**src/rtl/risc_pkg.sv**
```systemverilog
// rtl/risc_pkg.sv - shared encodings, IR field positions and fetch FSM states for the RISC core
package risc_pkg;

    typedef enum logic [1:0] {
        INSTR_R = 2'd0,
        INSTR_S = 2'd1,
        INSTR_I = 2'd2,
        INSTR_J = 2'd3
    } instr_type_e;

    typedef enum logic [1:0] {
        PC_INC    = 2'd0,
        PC_BRANCH = 2'd1,
        PC_JUMP   = 2'd2,
        PC_RET    = 2'd3
    } pc_src_e;

    // Shared with the control unit's stage sequencing.
    typedef enum logic [1:0] {
        IDLE = 2'd0,
        REQ  = 2'd1,
        HOLD = 2'd2
    } fetch_state_e;

    localparam int FC_MSB    = 31;
    localparam int FC_LSB    = 27;
    localparam int TYPE_MSB  = 26;
    localparam int TYPE_LSB  = 25;
    localparam int RS1_MSB   = 24;
    localparam int RS1_LSB   = 21;
    localparam int RD_MSB    = 20;
    localparam int RD_LSB    = 17;
    localparam int RS2_MSB   = 16;
    localparam int RS2_LSB   = 13;
    localparam int IMM16_MSB = 16;
    localparam int IMM16_LSB = 1;
    localparam int IMM24_MSB = 24;
    localparam int IMM24_LSB = 1;
    localparam int STOP_BIT  = 0;

endpackage

```
**src/rtl/next_pc_sel.sv**
```systemverilog
// rtl/next_pc_sel.sv - combinational next-PC selection from pc-source, immediates and return address
module next_pc_sel
    import risc_pkg::*;
#(
    parameter int                    ADDR_WIDTH = 32,
    parameter logic [ADDR_WIDTH-1:0] RESET_PC   = '0
) (
    input  logic [ADDR_WIDTH-1:0] pc,
    input  logic [1:0]            sig_pc_src,
    input  logic [15:0]           imm16,
    input  logic [23:0]           imm24,
    input  logic [ADDR_WIDTH-1:0] return_addr,
    input  logic                  first_fetch,
    output logic [ADDR_WIDTH-1:0] next_pc
);

    logic [ADDR_WIDTH-1:0] off16;
    logic [ADDR_WIDTH-1:0] off24;

    assign off16 = ADDR_WIDTH'($signed(imm16));
    assign off24 = ADDR_WIDTH'($signed(imm24));

    // Sums wrap modulo 2^ADDR_WIDTH by construction.
    always_comb begin
        next_pc = pc + ADDR_WIDTH'(1);
        if (first_fetch) begin
            next_pc = RESET_PC;
        end else begin
            case (pc_src_e'(sig_pc_src))
                PC_INC:    next_pc = pc + ADDR_WIDTH'(1);
                PC_BRANCH: next_pc = pc + off16;
                PC_JUMP:   next_pc = pc + off24;
                PC_RET:    next_pc = return_addr;
                default:   next_pc = pc + ADDR_WIDTH'(1);
            endcase
        end
    end

endmodule

```
**src/rtl/instruction_fetch_unit.sv**
```systemverilog
// rtl/instruction_fetch_unit.sv - PC, imem req/ack fetch FSM, IR and field decode; FETCH_STALL_CNT_EN adds stall/fetch counters
module instruction_fetch_unit
    import risc_pkg::*;
#(
    parameter int                    ADDR_WIDTH      = 32,
    parameter logic [ADDR_WIDTH-1:0] RESET_PC        = '0
`ifdef FETCH_STALL_CNT_EN
    ,
    parameter int                    STALL_CNT_WIDTH = 16
`endif
) (
    input  logic                  clock,
    input  logic                  reset_n,
    input  logic                  en_instruction_fetch,
    input  logic [1:0]            sig_pc_src,
    input  logic [ADDR_WIDTH-1:0] return_addr,
    output logic                  imem_req,
    output logic [ADDR_WIDTH-1:0] imem_addr,
    input  logic                  imem_ack,
    input  logic [31:0]           imem_rdata,
    output logic [ADDR_WIDTH-1:0] pc,
    output logic                  instr_valid,
    output logic [1:0]            InstructionType,
    output logic [4:0]            FunctionCode,
    output logic [3:0]            rs1,
    output logic [3:0]            rd,
    output logic [3:0]            rs2,
    output logic [15:0]           imm16,
    output logic [23:0]           imm24,
    output logic                  stop_bit
`ifdef FETCH_STALL_CNT_EN
    ,
    output logic [STALL_CNT_WIDTH-1:0] stall_cycles,
    output logic [31:0]                fetch_count
`endif
);

    fetch_state_e          state_q;
    fetch_state_e          state_d;
    logic                  first_fetch;
    logic [31:0]           ir;
    logic [ADDR_WIDTH-1:0] next_pc;
    logic                  start_fetch;
    logic                  accept;

    assign FunctionCode    = ir[FC_MSB:FC_LSB];
    assign InstructionType = ir[TYPE_MSB:TYPE_LSB];
    assign rs1             = ir[RS1_MSB:RS1_LSB];
    assign rd              = ir[RD_MSB:RD_LSB];
    assign rs2             = ir[RS2_MSB:RS2_LSB];
    assign imm16           = ir[IMM16_MSB:IMM16_LSB];
    assign imm24           = ir[IMM24_MSB:IMM24_LSB];
    assign stop_bit        = ir[STOP_BIT];

    next_pc_sel #(
        .ADDR_WIDTH (ADDR_WIDTH),
        .RESET_PC   (RESET_PC)
    ) u_next_pc_sel (
        .pc          (pc),
        .sig_pc_src  (sig_pc_src),
        .imm16       (imm16),
        .imm24       (imm24),
        .return_addr (return_addr),
        .first_fetch (first_fetch),
        .next_pc     (next_pc)
    );

    // An en pulse while a fetch is outstanding is dropped, not queued.
    always_comb begin
        state_d     = state_q;
        start_fetch = 1'b0;
        accept      = 1'b0;
        case (state_q)
            IDLE, HOLD: begin
                if (en_instruction_fetch) begin
                    start_fetch = 1'b1;
                    state_d     = REQ;
                end
            end
            REQ: begin
                if (imem_ack) begin
                    accept  = 1'b1;
                    state_d = HOLD;
                end
            end
            default: state_d = IDLE;
        endcase
    end

    always_ff @(posedge clock or negedge reset_n) begin
        if (!reset_n) begin
            state_q <= IDLE;
        end else begin
            state_q <= state_d;
        end
    end

    always_ff @(posedge clock or negedge reset_n) begin
        if (!reset_n) begin
            first_fetch <= 1'b1;
            pc          <= RESET_PC;
            ir          <= '0;
            imem_req    <= 1'b0;
            imem_addr   <= RESET_PC;
            instr_valid <= 1'b0;
        end else if (start_fetch) begin
            first_fetch <= 1'b0;
            imem_req    <= 1'b1;
            imem_addr   <= next_pc;
            instr_valid <= 1'b0;
        end else if (accept) begin
            ir          <= imem_rdata;
            pc          <= imem_addr;
            imem_req    <= 1'b0;
            instr_valid <= 1'b1;
        end
    end

`ifdef FETCH_STALL_CNT_EN
    always_ff @(posedge clock or negedge reset_n) begin
        if (!reset_n) begin
            stall_cycles <= '0;
            fetch_count  <= '0;
        end else begin
            if (state_q == REQ && !imem_ack && stall_cycles != '1) begin
                stall_cycles <= stall_cycles + STALL_CNT_WIDTH'(1);
            end
            if (accept) begin
                fetch_count <= fetch_count + 32'd1;
            end
        end
    end
`endif

endmodule

```
**config.mk**
```make
export PLATFORM = sky130hd
export DESIGN_NAME = instruction_fetch_unit
export DESIGN_NICKNAME = d
export VERILOG_FILES = /design/src/rtl/risc_pkg.sv /design/src/rtl/next_pc_sel.sv /design/src/rtl/instruction_fetch_unit.sv
export SDC_FILE = /design/constraint.sdc
export NUM_CORES = 1
export LEC_CHECK = 0
export BUFFER_PORTS_ARGS = -buffer_cell sky130_fd_sc_hd__buf_2
export CAP_MARGIN = 30
export CORE_MARGIN = 4
export CORE_UTILIZATION = 52
export DETAILED_ROUTE_END_ITERATION = 10
export GPL_TIMING_DRIVEN = 0
export PLACE_DENSITY = 0.8
export SYNTH_ARGS = -nofsm -noshare
export SYNTH_HDL_FRONTEND = slang
export SYNTH_SLANG_ARGS = --single-unit
```
**constraint.sdc**
```tcl
create_clock -name clock -period 3.5 [get_ports clock]
set_input_delay 1.05 -clock clock [delete_from_list [all_inputs] [get_ports clock]]
set_output_delay 1.05 -clock clock [all_outputs]
set_load 0.02 [all_outputs]
```
==> impl_metrics.env <==
export IMPL_outcome="finished with violations"
export IMPL_violations="setup timing"
export IMPL_cts_max_path_buffers=2
export IMPL_globalRouteTotalUtil=0.273
export IMPL_numCtsBuffers=9
export IMPL_worst_pin_slew_ps=723
export IMPL_utilization=0.717
export IMPL_wire_per_inst_um=19.1
export IMPL_clock_fmax_mhz=273
export IMPL_syn_num_nets=692
export IMPL_vias=5638
export IMPL_postSynthAreaPerCell_sq_um=10.3
export IMPL_final_setup_viol_count=17
export IMPL_synth_edff_count=0
export IMPL_antenna_found_initial=0
export IMPL_rsz0062_at_grt="yes"
export IMPL_hold_class="register to register"
export IMPL_grt_pass1_wl_um=28500
export IMPL_slew_headroom=0.518
export IMPL_wirelength_um=18700
export IMPL_min_period_ps=3670
export IMPL_fin_area_sq_mm=0.00823
export IMPL_peakVddDrop_uv=601
export IMPL_ys_ff_latch=101
export IMPL_initial_core_util=0.533
export IMPL_synth_cell_area_sq_mm=0.00611
export IMPL_finalHoldViolations=0
export IMPL_die_area_sq_mm=0.0136
export IMPL_ctsHtreeMaxLevel=3
export IMPL_end_kind="register"
export IMPL_drc_errors=0
export IMPL_chipWidth_um=116
export IMPL_max_stage_delay_ps=410
export IMPL_p_comb_frac=0.555
export IMPL_setup_tns_ps=-1530
export IMPL_clock_skew_final_ps=10.4
export IMPL_drtIter0Drc=406
export IMPL_core_sq_mm=0.0115
export IMPL_syn_to_final_growth_pct=34.6
export IMPL_clock_latency_ps=350
export IMPL_path_buf_inv=5
export IMPL_seq_area_frac_synth=0.414
export IMPL_first_global_vias=5470
export IMPL_postSynthCellCount=595
export IMPL_rows=39
export IMPL_path_cells="buf_12 -> inv_8 -> ha_4 -> nor2_4 -> nor2_4 -> buf_12 -> buf_8 -> and2_4 -> ha_4 -> a21o_1 -> a221o_1 -> buf_4 -> a32o_2 -> nor3b_4 -> o21a_1 -> o31ai_2 -> xnor2_1 -> o21ai_1"
export IMPL_power_share_clock=0.148
export IMPL_fin_crit_sh=1.05
export IMPL_fillers=845
export IMPL_switching_share=0.443
export IMPL_fin_nets=927
export IMPL_synth_warnings=0
export IMPL_ant_nets=0
export IMPL_ios=196
export IMPL_synthDistinctLibCells=64
export IMPL_cp_start_kind="primary input"
export IMPL_cts_tree="built"
export IMPL_drt_first_pass_iters=8
export IMPL_diodes=0
export IMPL_power_density_mw_per_mm2=907
export IMPL_hpwl_um=13400
export IMPL_critPathTopFamily="compound AO/OA/AOI/OAI gates"
export IMPL_async_flop_share=1.00
export IMPL_overflow=0
export IMPL_p_leak_uw=0.00399
export IMPL_grt_max_degree=57
export IMPL_synth_flop_cell="dfrtp_1"
export IMPL_dpl_cell_area_sq_mm=0.00742
export IMPL_p_int_uw=4150
export IMPL_critical_path_slowest_cell="a221o_1"
export IMPL_fp_dieH_um=116
export IMPL_viasPerCell=5.76
export IMPL_path_class="primary input to register"
export IMPL_crit_required_ps=3710
export IMPL_drv_cap=0
export IMPL_clock_sinks=101
export IMPL_arrival_ps=3880
export IMPL_clk_pin_slew_ps=70
export IMPL_portBuffers=195
export IMPL_place_ws_ps=-841
export IMPL_setup_slack_ps=-166
export IMPL_seqPwrFrac=0.297
export IMPL_final_layout_size_suffix_gt1_frac=0.490
export IMPL_globalplace_congestion=0.872
export IMPL_cts_root_buf="clkbuf_16"
export IMPL_final_max_slew_viol_count=0
export IMPL_p_total_uw=7460
export IMPL_crit_fanout=5
export IMPL_switching_power_uw=3310
==> state kept, by name, indices dropped and copies added, names as in the netlist <==
signal       count
state_q          2
imem_addr       32
pc              32
first_fetch      1
instr_valid      1
ir              32
imem_req         1
==> layer usage <==
metal	vias to the layer above	GRT usage	share of wire
met4	0	0.0626	0.013
met5	-	0	0
met1	2789	0.367	0.42
met2	231	0.452	0.48
li1	2594	-	-
met3	24	0.0611	0.079
==> Yosys cell counts, types with 3 or more instances <==
cell type,n,area share
and3_1,4,0.0041
mux2_2,64,0.12
a211oi_1,4,0.0049
xor2_1,12,0.017
a31oi_1,3,0.0031
or3_1,4,0.0041
a22o_1,4,0.0057
buf_4,29,0.036
mux2i_1,6,0.0098
a211oi_2,4,0.0082
nor3_1,8,0.0066
ha_1,26,0.053
nor2_1,26,0.016
a21oi_2,4,0.0057
buf_2,4,0.0033
o21a_1,5,0.0061
o22ai_1,3,0.0031
dfrtp_1,100,0.41
nand2_1,48,0.029
a21oi_1,31,0.025
buf_1,7,0.0043
inv_1,14,0.0086
nand4_1,4,0.0041
o21ai_1,16,0.013
a22oi_1,15,0.018
nand2b_1,4,0.0041
xnor2_1,20,0.029
nand3_1,5,0.0041
a21o_1,11,0.014
nor4_1,3,0.0031
a32oi_1,6,0.0086
o21bai_1,3,0.0037
and2_1,18,0.018
clkbuf_1,16,0.0098
o21ai_0,32,0.026
==> worst paths after layout <==
path | endpoint | slack, ps | start | cells after the start
min reg2reg | imem_addr[9] | 490 | imem_addr[9] | 2
max | imem_addr[29] | -170 | sig_pc_src[0] | 18
max reg2reg | imem_addr[31] | 450 | ir[16] | 11
max in group asynchronous | first_fetch | 2060 | reset_n | 2
min in group asynchronous | ir[31] | 710 | reset_n | 1
min | imem_addr[9] | 490 | imem_addr[9] | 2
==> worst reg2reg max path: stages (launching register included) <==
cell      delay (ps)
dfrtp_1          520
nand2_2          210
a21oi_1           90
ha_1             400
nand2_1          180
o31ai_2          280
o32ai_2          150
a31o_1           290
a211oi_2         270
mux2i_1          240
xor2_1           190
o21ai_1           70
==> kinds of logic after synthesis <==
kind of cell             synth area share
AO/OA/AOI/OAI                       0.177
AND/OR/NAND/NOR                     0.112
flip-flops                          0.414
buffers and inverters              0.0635
multiplexers                        0.131
XOR/XNOR                           0.0459
adder cells (fa/ha/maj)            0.0565
==> through the flow <==
step,cells,hold slack [ps]
after floorplan,595,471
after global routing,978,502
final,978,491
after detailed placement,934,463
after CTS,966,486
after global placement,933,457
==> final cells by class <==
cell class                 instances  area (sq um)  area share
buffer                            55           335      0.0408
clock buffer                      12           256      0.0312
clock inverter                     4          70.1     0.00852
inverter                          14          62.6     0.00760
multi-input combinational        423          3510       0.427
sequential                       101          2530       0.307
tap                              143           179      0.0217
timing repair buffer             226          1280       0.156
==> what timing repair did <==
item	4_1_cts	5_1_grt
pin swaps	39	22
gates resized for setup	35	22
setup endpoints to repair	21	21
hold buffers	0	0
gates cloned	1	0
setup buffers	17	12
==> power groups by stage <==
stage	combinational (uW)	clock (uW)	sequential (uW)
after global routing	4440	1170	2290
after detailed placement	3840	0	2210
after global placement	3780	0	2170
after floorplan	2040	0	2760
after CTS	4010	1110	2200
final	4140	1110	2220
==> cell usage in the layout (no fill, tap or decap), drive strengths merged, types with 2 or more instances in the layout <==
cell	Yosys	routed
buf	41	267
dfrtp	100	100
mux2	64	64
o21ai	49	49
nand2	48	48
a21oi	35	35
nor2	27	27
clkbuf	16	26
ha	26	26
xnor2	20	20
and2	18	18
a22oi	15	15
inv	14	14
xor2	12	12
a21o	11	11
nor3	8	8
a211oi	8	8
mux2i	7	7
a32oi	6	6
nand3	5	5
o21a	5	5
or3	5	5
and3	5	5
nand4	4	4
a22o	4	4
nand2b	4	4
o31ai	4	4
nor4	4	4
or2	4	4
a31oi	3	3
o21bai	3	3
o22ai	3	3
clkinv	0	2
bufinv	0	2
Power figures use the tool's default switching activity.
